**src/rtl/spi_master_param.sv**
```systemverilog
// Parametrised SPI master: configurable word width, bit rate, SPI mode
// (CPOL/CPHA) and up to NCS chip selects with optional multi-word frame hold.
// The CPU writes config or data through `in` and polls `out` for busy/result.
module spi_master_param #(
  parameter int WIDTH = 8,
  parameter int DIV   = 16,
  parameter int NCS   = 1
) (
  input  logic             clk,
  input  logic             rst_n,
  input  logic             load,
  input  logic             cfg,
  input  logic [15:0]      in,
  output logic [15:0]      out,
  output logic             SDO,
  input  logic             SDI,
  output logic             SCK,
  output logic [NCS-1:0]   CSN
);

  localparam int             PW       = $clog2(2 * DIV);
  localparam logic [PW-1:0]  PH_PRE   = PW'(DIV - 1);
  localparam logic [PW-1:0]  PH_LEAD  = PW'(DIV);
  localparam logic [PW-1:0]  PH_LAST  = PW'(2 * DIV - 1);
  localparam logic [3:0]     BIT_LAST = 4'(WIDTH - 1);

  typedef enum logic {
    S_IDLE = 1'b0,
    S_XFER = 1'b1
  } state_e;

  state_e             state_q, state_d;
  logic [WIDTH-1:0]   tx_q, tx_d;
  logic [WIDTH-1:0]   rx_q, rx_d;
  logic [WIDTH-1:0]   res_q, res_d;
  logic [3:0]         bitcnt_q, bitcnt_d;
  logic [PW-1:0]      phase_q, phase_d;
  logic [1:0]         mode_q, mode_d;
  logic [2:0]         sel_q, sel_d;
  logic               hold_q, hold_d;
  logic               sck_q, sck_d;
  logic               sdo_q, sdo_d;
  logic [NCS-1:0]     csn_q, csn_d;
  logic               wrap_s;
  logic               unused_in_s;

  // Pull the selected line low; a select beyond the populated lines asserts nothing.
  function automatic logic [NCS-1:0] csn_select(input logic [NCS-1:0] cur,
                                                input logic [2:0]     sel);
    logic [NCS-1:0] r;
    r = cur;
    for (int i = 0; i < NCS; i++) begin
      if (int'(sel) == i) r[i] = 1'b0;
    end
    return r;
  endfunction

  assign wrap_s      = (phase_q == PH_LAST);
  assign unused_in_s = ^in[15:7];

  // Next-state logic: config writes, transfer start, bit timing, shifting and frame end.
  always_comb begin
    state_d  = state_q;
    tx_d     = tx_q;
    rx_d     = rx_q;
    res_d    = res_q;
    bitcnt_d = bitcnt_q;
    phase_d  = phase_q;
    mode_d   = mode_q;
    sel_d    = sel_q;
    hold_d   = hold_q;
    csn_d    = csn_q;
    sdo_d    = sdo_q;

    case (state_q)
      S_IDLE: begin
        sdo_d = 1'b0;
        if (cfg) begin
          // cfg wins over a simultaneous load
          mode_d = in[1:0];
          sel_d  = in[4:2];
          hold_d = in[5];
          if (in[6]) csn_d = '1;
          else       csn_d = csn_q;
        end else if (load) begin
          state_d  = S_XFER;
          tx_d     = in[WIDTH-1:0];
          rx_d     = '0;
          bitcnt_d = 4'd0;
          phase_d  = '0;
          csn_d    = csn_select(csn_q, sel_q);
          // CPHA=1 presents the first bit only at the leading edge
          if (mode_q[0]) sdo_d = 1'b0;
          else           sdo_d = in[WIDTH-1];
        end else begin
          state_d = S_IDLE;
        end
      end

      S_XFER: begin
        if (wrap_s) phase_d = '0;
        else        phase_d = phase_q + PW'(1);

        // Sample SDI one cycle after the leading edge (CPHA=0) or at the end of the bit (CPHA=1)
        if (!mode_q[0] && (phase_q == PH_LEAD))   rx_d = {rx_q[WIDTH-2:0], SDI};
        else if (mode_q[0] && wrap_s)              rx_d = {rx_q[WIDTH-2:0], SDI};
        else                                       rx_d = rx_q;

        if (mode_q[0]) begin
          // CPHA=1: next bit appears together with the leading SCK edge
          if (phase_q == PH_PRE) begin
            sdo_d = tx_q[WIDTH-1];
            tx_d  = {tx_q[WIDTH-2:0], 1'b0};
          end else begin
            sdo_d = sdo_q;
          end
        end else begin
          // CPHA=0: next bit appears at the start of the bit period
          if (wrap_s) begin
            sdo_d = tx_q[WIDTH-2];
            tx_d  = {tx_q[WIDTH-2:0], 1'b0};
          end else begin
            sdo_d = sdo_q;
          end
        end

        if (wrap_s) begin
          bitcnt_d = bitcnt_q + 4'd1;
          if (bitcnt_q == BIT_LAST) begin
            state_d  = S_IDLE;
            res_d    = rx_d;
            bitcnt_d = 4'd0;
            sdo_d    = 1'b0;
            if (!hold_q) csn_d = '1;
            else         csn_d = csn_q;
          end else begin
            state_d = S_XFER;
          end
        end else begin
          bitcnt_d = bitcnt_q;
        end
      end

      default: begin
        state_d = S_IDLE;
      end
    endcase
  end

  // SCK follows the phase of the upcoming cycle so the pin itself is a register.
  always_comb begin
    sck_d = mode_d[1];
    if ((state_d == S_XFER) && (phase_d >= PH_LEAD)) sck_d = ~mode_d[1];
    else                                             sck_d = mode_d[1];
  end

  // State and output registers with synchronous active-low reset.
  always_ff @(posedge clk) begin
    if (!rst_n) begin
      state_q  <= S_IDLE;
      tx_q     <= '0;
      rx_q     <= '0;
      res_q    <= '0;
      bitcnt_q <= 4'd0;
      phase_q  <= '0;
      mode_q   <= 2'b00;
      sel_q    <= 3'b000;
      hold_q   <= 1'b0;
      sck_q    <= 1'b0;
      sdo_q    <= 1'b0;
      csn_q    <= '1;
    end else begin
      state_q  <= state_d;
      tx_q     <= tx_d;
      rx_q     <= rx_d;
      res_q    <= res_d;
      bitcnt_q <= bitcnt_d;
      phase_q  <= phase_d;
      mode_q   <= mode_d;
      sel_q    <= sel_d;
      hold_q   <= hold_d;
      sck_q    <= sck_d;
      sdo_q    <= sdo_d;
      csn_q    <= csn_d;
    end
  end

  // Status word: busy flag on top, last completed word in the low bits.
  always_comb begin
    out             = 16'h0000;
    out[15]         = (state_q == S_XFER);
    out[WIDTH-1:0]  = res_q;
  end

  assign SDO = sdo_q;
  assign SCK = sck_q;
  assign CSN = csn_q;

endmodule

```
**config.mk**
```make
export PLATFORM = sky130hd
export DESIGN_NAME = spi_master_param
export DESIGN_NICKNAME = d
export VERILOG_FILES = /design/src/rtl/spi_master_param.sv
export SDC_FILE = /design/constraint.sdc
export NUM_CORES = 1
export LEC_CHECK = 0
export ABC_AREA = 1
export BUFFER_PORTS_ARGS = -buffer_cell sky130_fd_sc_hd__buf_4
export CORE_MARGIN = 2
export CORE_UTILIZATION = 45
export DETAILED_ROUTE_END_ITERATION = 6
export GPL_ROUTABILITY_DRIVEN = 0
export PLACE_DENSITY = 0.66
export SLEW_MARGIN = 30
export SYNTH_ARGS = -nofsm -noshare
export SYNTH_HDL_FRONTEND = slang
export SYNTH_SLANG_ARGS = --single-unit
export TNS_END_PERCENT = 10
```
**constraint.sdc**
```tcl
create_clock -name clk -period 2.55 [get_ports clk]
set_input_delay 0.255 -clock clk [delete_from_list [all_inputs] [get_ports clk]]
set_output_delay 0.255 -clock clk [all_outputs]
set_load 0.02 [all_outputs]
```
### Word-level counts from Yosys, hierarchy flattened

Index checks and enable logic that the tools add are counted.

| storage, ports and cells | value |
|---|---|
| bits in registers | 43 |
| word-level logic and storage cells | 88 |

| operators by class | value |
|---|---|
| $add $sub $neg | 2 |
| $lt $le $gt $ge | 1 |
| eq/ne operators | 14 |
| mux-type cells | 45 |
| bitwise logic cells | 2 |
| reductions and logical operators | 11 |

Operators by type and width:

| kind | number |
|---|---|
| 8-bit two-way mux | 9 |
| 8-bit case mux with 2 select lines | 2 |
| 1-bit two-way mux | 20 |
| 4-bit two-way mux | 4 |
| 5-bit two-way mux | 3 |
| 5-bit == test (second input constant) | 2 |
| 5-bit case mux with 2 select lines | 1 |
| 3-bit != test (second input constant) | 3 |
| 4-bit case mux with 2 select lines | 1 |
| 2-bit != test (second input constant) | 3 |
| 1-bit case mux with 2 select lines | 3 |
| 3-bit AND reduction | 2 |
| 6-bit AND reduction | 1 |
| 5-bit by 1-bit adder with 5-bit output (second input constant) | 1 |
| 5-bit by 4-bit == test with 1-bit output (second input constant) | 1 |
| 5-bit >= comparator (second input constant) | 1 |
| 4-bit by 1-bit adder with 4-bit output (second input constant) | 1 |
| 4-bit by 3-bit == test with 1-bit output (second input constant) | 1 |
| 2-bit two-way mux | 2 |
| 2-bit by 1-bit != test with 1-bit output (second input constant) | 2 |
| 2-bit AND reduction | 2 |
| 4-bit AND reduction | 1 |
| 1-bit logical AND | 3 |
| 3-bit logical NOT | 1 |
| other kinds (4) | 5 |

### Depth between registers and ports, before layout

Gate-level depths: netlist of the first run.

| logic depth | value |
|---|---|
| depth after elaboration | 6 |
| depth in mapped cells | 12 |

### Least setup slack after synthesis of the first run

OpenSTA, ideal clock, no wires.

| timing path | value |
|---|---|
| path type | register -> register |
| start point | reg with a tool-made name |
| end point | reg res_q[0] |
| library setup time | 0.115 ns |
| arrival time | 1.690 ns |
| data required time | 2.435 ns |
| slack | 0.744 ns |
| cell stages (with the launch flop) | 13 |
| buffers on the path | 1 |
| clock period less this slack | 1.806 ns |
| path through | dfxtp_1 ha_1 nand2_1 nor2_1 ha_1 buf_4 nand2_1 nand2_1 nand2_1 nand2_1 nand2_1 o21ai_0 inv_1 |

RTL lines:

| element | RTL line | source |
|---|---|---|
| end signal, assigned | 176 | `res_q <= res_d;` |
| end, declared | 35 | `logic [WIDTH-1:0] res_q, res_d;` |

==> metrics.md, run 1 <==
| Metric | Value |
|---|---|
| Crit-path max FO | `9` |
| Endpoints failing hold | `0` |
| Post-route ant nets | `0` |
| Routed via count | `2,015` |
| Least-Margin Pin Slew | `0.6029 ns` |
| Commonest non-fill, non-tap cell in the layout | `nand2_1` |
| Post-CTS Setup Repair Bufs | `0` |
| Hold buffer count at CTS | `0` |
| Syn Area/Cell | `6.710 um2` |
| Row Count | `25` |
| CP endpoint kind | `register` |
| YS warnings | `0` |
| CTS resizes | `0` |
| Initial antenna violation count | `0` |
| Worst Skew | `0.006761 ns` |
| Slew Limit Headroom | `between 50% and 60%` |
| WP data arrival | `2.30 ns` |
| Clock latency on the worst-skew pair | `0.29 ns` |
| Seq cells post-synth | `between 40 and 50` |
| RSZ-0062 raised after global routing | `no` |
| # diodes | `0` |
| Mapped Area | `2255 um2` |
| Post-DP Area | `2426 um2` |
| Min-delay worst type | `in -> reg` |
| Final Critical Period | `2.120 ns` |
| Type of origin of the critical path | `register` |
| All-Layer GR Usage | `a little under a fifth` |
| Residual DRC | `0` |
| Fmax achieved | `0.4716 GHz` |
| Die ar. | `~5600 um2` |
| Hold Crit Depth | `3` |
| 1st-iter DRT viols | `171` |
| Design Area, Final | `2526 um2` |
| DRT Pass-1 Iters | `5` |
| Placed instance count | `415` |
| Critical path, cell by cell | `ha_1 -> nand2_1 -> nor2_1 -> ha_1 -> buf_4 -> nand2_1 -> nand2_1 -> nand2_1 -> nand2_1 -> nand2_1 -> o21ai_0 -> inv_1` |
| R2R Path End | `res_q[0]` |
| Max_cap viols | `0` |
| Post-Syn Instances | `336` |
| Io pins | `40` |
| Routed length per instance | `11.12 um` |
| Status | `complete, no violations` |
| Largest delay share family, worst path | `simple AND/OR/NAND/NOR gates` |
| Critical path required time | `approximately 2.7 ns` |
| Critical path class | `reg -> reg` |
| CP max-delay cell | `dfxtp_1` |
| Post-synth top flop | `dfxtp_1` |
| Setup tns final | `0 ns` |
| Clock root cell | `clkbuf_8` |
| Final #Nets | `382` |
| Worst path most repeated cell | `nand2_1` |
| Clock Tree Buf Depth | `2` |
| Starting Density | `between 40% and 50%` |
| CTS tree | `built` |
| Final setup viols | `0` |
| Buffers on Ports | `24` |
| Hold WS | `0.2352 ns` |
| Area growth, synth to finish | `12.04%` |
| Leakage power | `0.001204 uW` |
| Final Max Slew Viols | `0` |
| R2R cell count | `12` |
| TritonCTS Buffers | `5` |
| Die Ht | `74.79 um` |
| Worst ir drop on vdd | `slightly below 0.0003 V` |
| WL final | `approximately 4.7 mm` |
| Clock transition at path regs | `0.08 ns` |
| Largest net degree at the start of global routing | `20` |
| R2R setup slack | `about 0.43 ns` |
| Via-per-instance ratio | `roughly 4.8` |
| Post-synth EDFFs | `0` |
| Sink Count | `43` |
| Die width | `between 70 and 80 um` |
| Gr ovfl total | `0` |
| Commonest non-fill, non-tap cells in the layout | `100 x nand2_1, 43 x dfxtp_1, 40 x inv_1` |
| H-tree levels | `2` |
| Fin cells | `approximately 420` |
| Sequential share of the synthesized area | `38.18%` |
| Min-Delay Endpoint | `sel_q[0]` |
| Crit-path max cell delay | `0.38 ns` |
| Final cycle utilization of the critical path | `83.15%` |
| WP buf/inv | `2` |
| Vias in the first global route | `1,734` |
| Post-DP HPWL | `roughly 3.3 mm` |
| Share of cells above drive strength 1 | `11.52%` |
| First-pass GRT wire length | `8.190 mm` |
| HP Start | `in[2]` |
| Core area | `4786 um2` |
| Ys async rst share | `0%` |
| P per Cell Area | `531.5 nW/um2` |
| Yosys cell types | `29` |
-- routing by layer --
| metal | wire (um) | vias up | global-route usage [%] |
|---|---|---|---|
| li1 | - | 1083 | - |
| met1 | 2402 | 890 | 27.68 |
| met2 | 2068 | 37 | 28.22 |
| met3 | 193 | 5 | 4.418 |
| met4 | 39 | 0 | 4.365 |
| met5 | 0 | - | 0 |
-- Yosys cell counts (all sizes together), types with 4 or more instances --
cell type    n  area (um2)
nand2      101       381.6
dfxtp       43       860.8
inv         41       153.9
nor2        32       130.1
a21oi       27       138.9
o21ai       25       125.1
nand3       18       95.09
buf         17       122.6
nand4        8       50.05
ha           6       75.07
o211ai       5       51.30
clkbuf       4       15.01
-- area by class of cell --
| type | instances | area [um2] |
|---|---|---|
| fillers | 506 | 2260 |
| flip-flops and latches | 43 | 860.8 |
| clock buffers | 8 | 100.1 |
| well taps | 67 | 83.83 |
| repair buffers | 27 | 202.7 |
| multi-input cells | 235 | 1117 |
| inverters | 43 | 161.4 |
-- registers in the layout (all words and copies together) (netlist names), 2 cells and up, named ones only --
register	flops
res_q	8
sel_q	3
bitcnt_q	4
tx_q	8
rx_q	8
mode_q	2
-- worst reg2reg max path, stage by stage (launching register included) --
cell and delay [ns]:
dfxtp_1 0.38, ha_1 0.18, nand2_1 0.07, nor2_1 0.19, ha_1 0.30, buf_4 0.20, nand2_1 0.19, nand2_1 0.12
nand2_1 0.05, nand2_1 0.06, nand2_1 0.08, o21ai_0 0.15, inv_1 0.05
-- cell families (layout without fill, tap and decap cells) --
logic type,after synthesis,after routing,share of synthesized area [%]
AO/OA/AOI/OAI,59,59,14.65
XOR/XNOR,2,2,0.7771
adder cells (fa/ha/maj),6,6,3.330
buffers and inverters,64,78,13.26
flip-flops,43,43,38.18
other,1,7,0.1663
AND/OR/NAND/NOR,161,161,29.63
-- worst max-delay path by stage --
stage | from | endpoint | slack, ns | cells after the start
floorplan | register | res_q[0] | 0.74 | 12
global placement | register | res_q[0] | 0.46 | 12
detailed placement | register | res_q[0] | 0.43 | 12
CTS | register | res_q[0] | 0.41 | 12
global route | register | res_q[3] | 0.12 | 8
finish | register | res_q[0] | 0.43 | 12
-- report_power, final --
group / total [uW] / switching, uW / internal (uW)
sequential: 712 / 14.5 / 697
clock: 470 / 222 / 247
combinational: 161 / 108 / 52.7
total: 1340 / 345 / 997
-- stage by stage --
stage               util (%)  setup slack, ns  power, uW
finish                 52.78           0.4297       1343
global route           52.78           0.1232       1417
CTS                    52.78           0.4137       1363
detailed placement     50.69           0.4305      889.7
global placement       50.69           0.4572      887.2
floorplan                  -           0.7443      855.6
Note: power is estimated with default switching activity, not from simulation.
==> run 2, diff against run 1 <==
==> constraint.sdc (replaced) <==
create_clock -name clk -period 2 [get_ports clk]
set_input_delay 0.2 -clock clk [delete_from_list [all_inputs] [get_ports clk]]
set_output_delay 0.2 -clock clk [all_outputs]
set_load 0.02 [all_outputs]
==> run 2 against run 1 <==
Net effect: largest power group unchanged; utilization grew 0.65 points; largest cell class unchanged; global-route usage shrank 0.059 points; hold slack lost 0.068 ns; critical endpoint is now tx_q[1]; sequential share of layout area shrank 0.42 points; clock power grew 14%; sequential cell count is the same; register-to-register slack lost 0.24 ns.
==> metrics.md, run 2 (synthesized netlist as in run 1, its figures left out) <==
| Metric | Value |
|---|---|
| Routed length per instance | `11.19 um (+0.68%)` |
| Area taken by multi-input logic gates | `1130 um2 (+1.1%)` |
| Commonest non-fill, non-tap cells in the layout | `99 x nand2_1, 43 x dfxtp_1, 40 x inv_1` |
| Clock Tree Buf Depth | `2 (unchanged)` |
| Row Count | `25 (unchanged)` |
| All-Layer GR Usage | `18.83% (-0.059 points)` |
| Commonest non-fill, non-tap cell in the layout | `nand2_1` |
| TritonCTS Buffers | `5 (unchanged)` |
| Share of cells above drive strength 1 | `13.30% (+1.8 points)` |
| Die ar. | `5593 um2 (unchanged)` |
| Final #Nets | `387 (+1.3%)` |
| Status | `complete, no violations` |
| CP endpoint kind | `register` |
| Switch Pwr | `448.8 uW (+30%)` |
| Clock share of power | `32.4% (-2.6 points)` |
| Via-per-instance ratio | `4.755 (-0.19%)` |
| Clock root cell | `clkbuf_8` |
| Core area | `4786 um2 (unchanged)` |
| Setup tns final | `0 ns (unchanged)` |
| Placed instance count | `420 (+1.2%)` |
| Worst Skew | `0.003333 ns (-0.003427 ns)` |
| Final Critical Period | `1.808 ns (-0.3127 ns)` |
| Gr ovfl total | `0 (unchanged)` |
| Largest net degree at the start of global routing | `21 (+5.0%)` |
| Routed via count | `2,035 (+0.99%)` |
| Fin cells | `428 (+1.2%)` |
| WL final | `4.791 mm (+1.9%)` |
| Combinational power share | `12.7% (+0.7 points)` |
| Area growth, synth to finish | `13.43%` |
| Seq pwr share | `54.9% (+1.9 points)` |
| Post-DP HPWL | `3.345 mm (+1.0%)` |
| Clock latency on the worst-skew pair | `0.29 ns (about the same)` |
| Io pins | `40 (unchanged)` |
| Starting Density | `47.11% (unchanged)` |
| Critical path class | `reg -> reg` |
| Crit-path max FO | `15 (+6)` |
| Regs by FF count | `res_q: 8 flops, rx_q: 8 flops, tx_q: 8 flops` |
| Min-delay worst type | `in -> reg` |
| Max_cap viols | `0 (unchanged)` |
| Final cycle utilization of the critical path | `90.38% (+7.2 points)` |
| First-pass GRT wire length | `8.135 mm (-0.67%)` |
| Fillers | `529 (+4.5%)` |
| Clock transition at path regs | `0.08 ns (about the same)` |
| Die width | `74.79 um (unchanged)` |
| WP data arrival | `2.00 ns (-0.30 ns)` |
| H-tree levels | `2 (unchanged)` |
| Endpoints failing hold | `0 (unchanged)` |
| Residual DRC | `0 (unchanged)` |
| Fmax achieved | `0.5532 GHz (+17%)` |
| Final Max Slew Viols | `0 (unchanged)` |
| Sink Count | `43 (unchanged)` |
| Type of origin of the critical path | `register` |
| P per Cell Area | `646.1 nW/um2 (+22%)` |
| Post-route ant nets | `0 (unchanged)` |
| Vias in the first global route | `1,805 (+4.1%)` |
| CTS tree | `built` |
| Internal | `1204 uW (+21%)` |
| Buffers on Ports | `24 (unchanged)` |
| Reg area | `860.8 um2 (unchanged)` |
| Design Power | `1652 uW (+23%)` |
| DRT Pass-1 Iters | `4 (-1)` |
| Initial antenna violation count | `0 (unchanged)` |
| Sw frac | `27.16% (+1.4 points)` |
| 1st-iter DRT viols | `159 (-7.0%)` |
| Post-CTS Setup Repair Bufs | `0 (unchanged)` |
| Final setup viols | `0 (unchanged)` |
| Die Ht | `74.79 um (unchanged)` |
| Critical path required time | `2.19 ns (-0.54 ns)` |
| # diodes | `0 (unchanged)` |
| RSZ-0062 raised after global routing | `no` |
| Leakage power | `0.001217 uW (+1.1%)` |
| Worst ir drop on vdd | `0.0004580 V (+54%)` |
==> run 2: cell count changes in the layout (fill, tap and decap cells not counted), sizes merged <==
| cell | change |
|---|---|
| buf | +5 |
| clkbuf | -1 |
| clkinv | +1 |
==> run 2: final cells by class <==
class | instances | share of cell area [%]
multi-input cells | 235 | 44.18
flip-flops and latches | 43 | 33.66
inverters | 43 | 6.311
well taps | 67 | 3.278
repair buffers | 32 | 9.393
clock buffers | 7 | 2.984
clock inverters | 1 | 0.1957
==> run 2: per-layer routing <==
layer / vias to the layer above / GRT usage (%) / wire, um
li1: 1097 / - / -
met1: 892 / 26.66 / 2452
met2: 42 / 29.40 / 2071
met3: 4 / 3.882 / 223
met4: 0 / 4.960 / 44
met5: - / 0 / 0
==> run 2: through the flow <==
step           hold slack (ns)  setup slack (ns)  instance area (um2)  util [%]
2_1_floorplan           0.3591            0.1943                 2277         -
3_3_place_gp            0.4578            0.1614                 2464     51.48
3_5_place_dp            0.4657           0.09824                 2464     51.48
4_1_cts                 0.1628           0.07899                 2545     53.18
5_1_grt                 0.1838           0.04055                 2557     53.44
6_report                0.1675            0.1924                 2557     53.44
==> run 2: power groups by stage <==
stage	logic [uW]	registers [uW]	clock network [uW]
6_report	210	907	536
5_1_grt	239	911	589
4_1_cts	211	906	563
3_5_place_dp	210	927	0
3_3_place_gp	208	926	0
2_1_floorplan	166	925	0
==> run 2: timing repair <==
item | 4_1_cts | 5_1_grt
hold buffers | 0 | 0
gates resized for setup | 0 | 4
endpoints found under the setup margin | 0 | 16
==> run 2: worst paths after layout <==
check        cells after the start        to      from  slack (ns)
min                              3  sel_q[0]     in[2]        0.17
min reg2reg                      2  sel_q[2]  sel_q[2]        0.47
max reg2reg                     11   tx_q[1]  register        0.19
max                             11   tx_q[1]  register        0.19
==> run 2: critical path: stages (launching register included) <==
cell,delay (ns)
dfxtp_1,0.34
ha_1,0.20
nand2_1,0.13
nor2_4,0.06
ha_2,0.18
buf_4,0.15
nor2_4,0.15
nand2_2,0.08
o211ai_4,0.19
nand2_1,0.10
nand2_1,0.08
nor2_1,0.04
==> run 3, diff against run 2 <==
--- a/config.mk
+++ b/config.mk
@@ -8,10 +8,10 @@
 export ABC_AREA = 1
 export BUFFER_PORTS_ARGS = -buffer_cell sky130_fd_sc_hd__buf_4
 export CORE_MARGIN = 2
-export CORE_UTILIZATION = 45
+export CORE_UTILIZATION = 35
+export CTS_BUF_LIST = sky130_fd_sc_hd__clkbuf_2 sky130_fd_sc_hd__clkbuf_4 sky130_fd_sc_hd__clkbuf_8
 export DETAILED_ROUTE_END_ITERATION = 6
 export GPL_ROUTABILITY_DRIVEN = 0
-export PLACE_DENSITY = 0.66
 export SLEW_MARGIN = 30
 export SYNTH_ARGS = -nofsm -noshare
 export SYNTH_HDL_FRONTEND = slang
==> run 3 against run 2 <==
Net effect: wire length up 2.7%; non-clock buffer count down 1; critical path type unchanged; sequential cell count unchanged; via count up 0.84%; highest routed layer unchanged; clock-buffer cell count up 1.
==> metrics.md, run 3 (synthesized netlist as in run 1, its figures left out) <==
| Metric | Value |
|---|---|
| Status | `complete, no violations` |
| Final worst setup slack | `0.1859 ns (-0.006504 ns)` |
| Crit-path max cell delay | `0.38 ns (+0.04 ns)` |
| Initial antenna violation count | `0 (unchanged)` |
| RSZ-0062 raised after global routing | `no` |
| Final Max Slew Viols | `0 (unchanged)` |
| Clock latency on the worst-skew pair | `0.30 ns (about the same)` |
| Worst ir drop on vdd | `0.0003178 V (-31%)` |
| Commonest non-fill, non-tap cells in the layout | `99 x nand2_1, 43 x dfxtp_1, 40 x inv_1` |
| Gr ovfl total | `0 (unchanged)` |
| Final Critical Period | `1.814 ns (+0.006504 ns)` |
| Min-delay worst type | `in -> reg` |
| Sink Count | `43 (unchanged)` |
| Io pins | `40 (unchanged)` |
| Clock transition at path regs | `0.08 ns (about the same)` |
| Row Count | `29 (+16%)` |
| Final core utilization | `41.06% (-12 points)` |
| Leakage power | `0.001227 uW (+0.86%)` |
| Hold buffer count at CTS | `0 (unchanged)` |
| Starting Density | `35.92% (-11 points)` |
| CTS resizes | `0 (unchanged)` |
| DRT Pass-1 Iters | `4 (unchanged)` |
| CTS tree | `built` |
| Fin cells | `437 (+2.1%)` |
| Routed length per instance | `11.26 um (+0.60%)` |
| Via-per-instance ratio | `4.696 (-1.2%)` |
| Regs by FF count | `res_q: 8 flops, rx_q: 8 flops, tx_q: 8 flops` |
| Routed via count | `2,052 (+0.84%)` |
| Fmax achieved | `0.5512 GHz (-0.36%)` |
| Residual DRC | `0 (unchanged)` |
| TritonCTS Buffers | `5 (unchanged)` |
| Worst path most repeated cell | `ha_1` |
| Final #Nets | `386 (-0.26%)` |
| Final cycle utilization of the critical path | `90.70% (+0.33 points)` |
| Placed instance count | `429 (+2.1%)` |
| Clock root cell | `clkbuf_8` |
| Post-CTS Setup Repair Bufs | `0 (unchanged)` |
| Core area | `6277 um2 (+31%)` |
| Share of cells above drive strength 1 | `13.33% (+0.037 points)` |
| Post-place setup slack | `0.1385 ns (+0.04028 ns)` |
| Final setup viols | `0 (unchanged)` |
| Crit-path max FO | `4 (-11)` |
| Clock Tree Buf Depth | `2 (unchanged)` |
| Worst Skew | `0.004235 ns (+0.0009022 ns)` |
| Die Ht | `84.26 um (+13%)` |
| Critical path required time | `2.20 ns (about the same)` |
| WL final | `4.921 mm (+2.7%)` |
| P per Cell Area | `674.7 nW/um2 (+4.4%)` |
| Post-DP HPWL | `3.428 mm (+2.5%)` |
| Vias in the first global route | `1,929 (+6.9%)` |
| Setup tns final | `0 ns (unchanged)` |
| Critical path class | `reg -> reg` |
| Die ar. | `7100 um2 (+27%)` |
| Hold WS | `0.1696 ns (+0.002052 ns)` |
| Area growth, synth to finish | `14.32%` |
| Critical path, cell by cell | `ha_1 -> nand2_1 -> nor2_2 -> ha_1 -> or2_1 -> nor2_1 -> o21ai_0 -> o21ai_1 -> inv_1` |
| Buffers on Ports | `24 (unchanged)` |
| Post-route ant nets | `0 (unchanged)` |
| CP endpoint kind | `register` |
| Endpoints failing hold | `0 (unchanged)` |
| H-tree levels | `2 (unchanged)` |
| 1st-iter DRT viols | `118 (-26%)` |
| WP data arrival | `2.01 ns (about the same)` |
| Commonest non-fill, non-tap cell in the layout | `nand2_1` |
| First-pass GRT wire length | `8.707 mm (+7.0%)` |
| All-Layer GR Usage | `14.67% (-4.2 points)` |
| # diodes | `0 (unchanged)` |
| CP max-delay cell | `dfxtp_1` |
| Type of origin of the critical path | `register` |
| Die width | `84.26 um (+13%)` |
| Max_cap viols | `0 (unchanged)` |
| Largest net degree at the start of global routing | `23 (+9.5%)` |
run 3: cell types whose count changed in the layout (fill, tap and decap cells not counted), sizes merged:
| cell | delta |
|---|---|
| clkbuf | +1 |
| buf | -1 |
| clkinv | -1 |
run 3: final cells by class:
cell class | instances | area [um2]
inverter | 43 | 161.4
multi-input combinational | 235 | 1122
tap | 77 | 96.34
timing repair buffer | 31 | 232.7
fill | 669 | 3700
sequential | 43 | 860.8
clock buffer | 8 | 103.9
run 3: layer usage:
layer  wire [um]  vias up  GRT usage (%)
li1            -     1093              -
met1        2485      920          19.55
met4          78        0          4.985
met2        2203       32          23.95
met5           0        -              0
met3         154        7          2.655
run 3: through the flow:
step                cell area, um2  total power [uW]
floorplan                     2277              1091
detailed placement            2469              1135
global route                  2577              1829
finish                        2577              1739
CTS                           2572              1760
global placement              2469              1132
run 3: path summary, 6_finish.rpt:
kind	startpoint	end	slack (ns)	cells past startpoint
worst max-delay path	register	SCK	0.19	9
worst min register to register	sel_q[2]	sel_q[2]	0.47	2
worst min-delay path	in[5]	hold_q	0.17	3
worst max register to register	register	SCK	0.19	9
run 3: critical path, delay by kind of cell (launching register included):
kind,cells,cell delay (ns)
simple gates,4,0.63
fa+ha+maj,2,0.45
flops,1,0.38
compound gates,2,0.21
buf+inv,1,0.05
run 3: power breakdown:
| part | internal, uW | switching, uW | total [uW] |
|---|---|---|---|
| registers | 889 | 19.5 | 908 |
| clock network | 329 | 296 | 625 |
| logic | 67.5 | 138 | 205 |
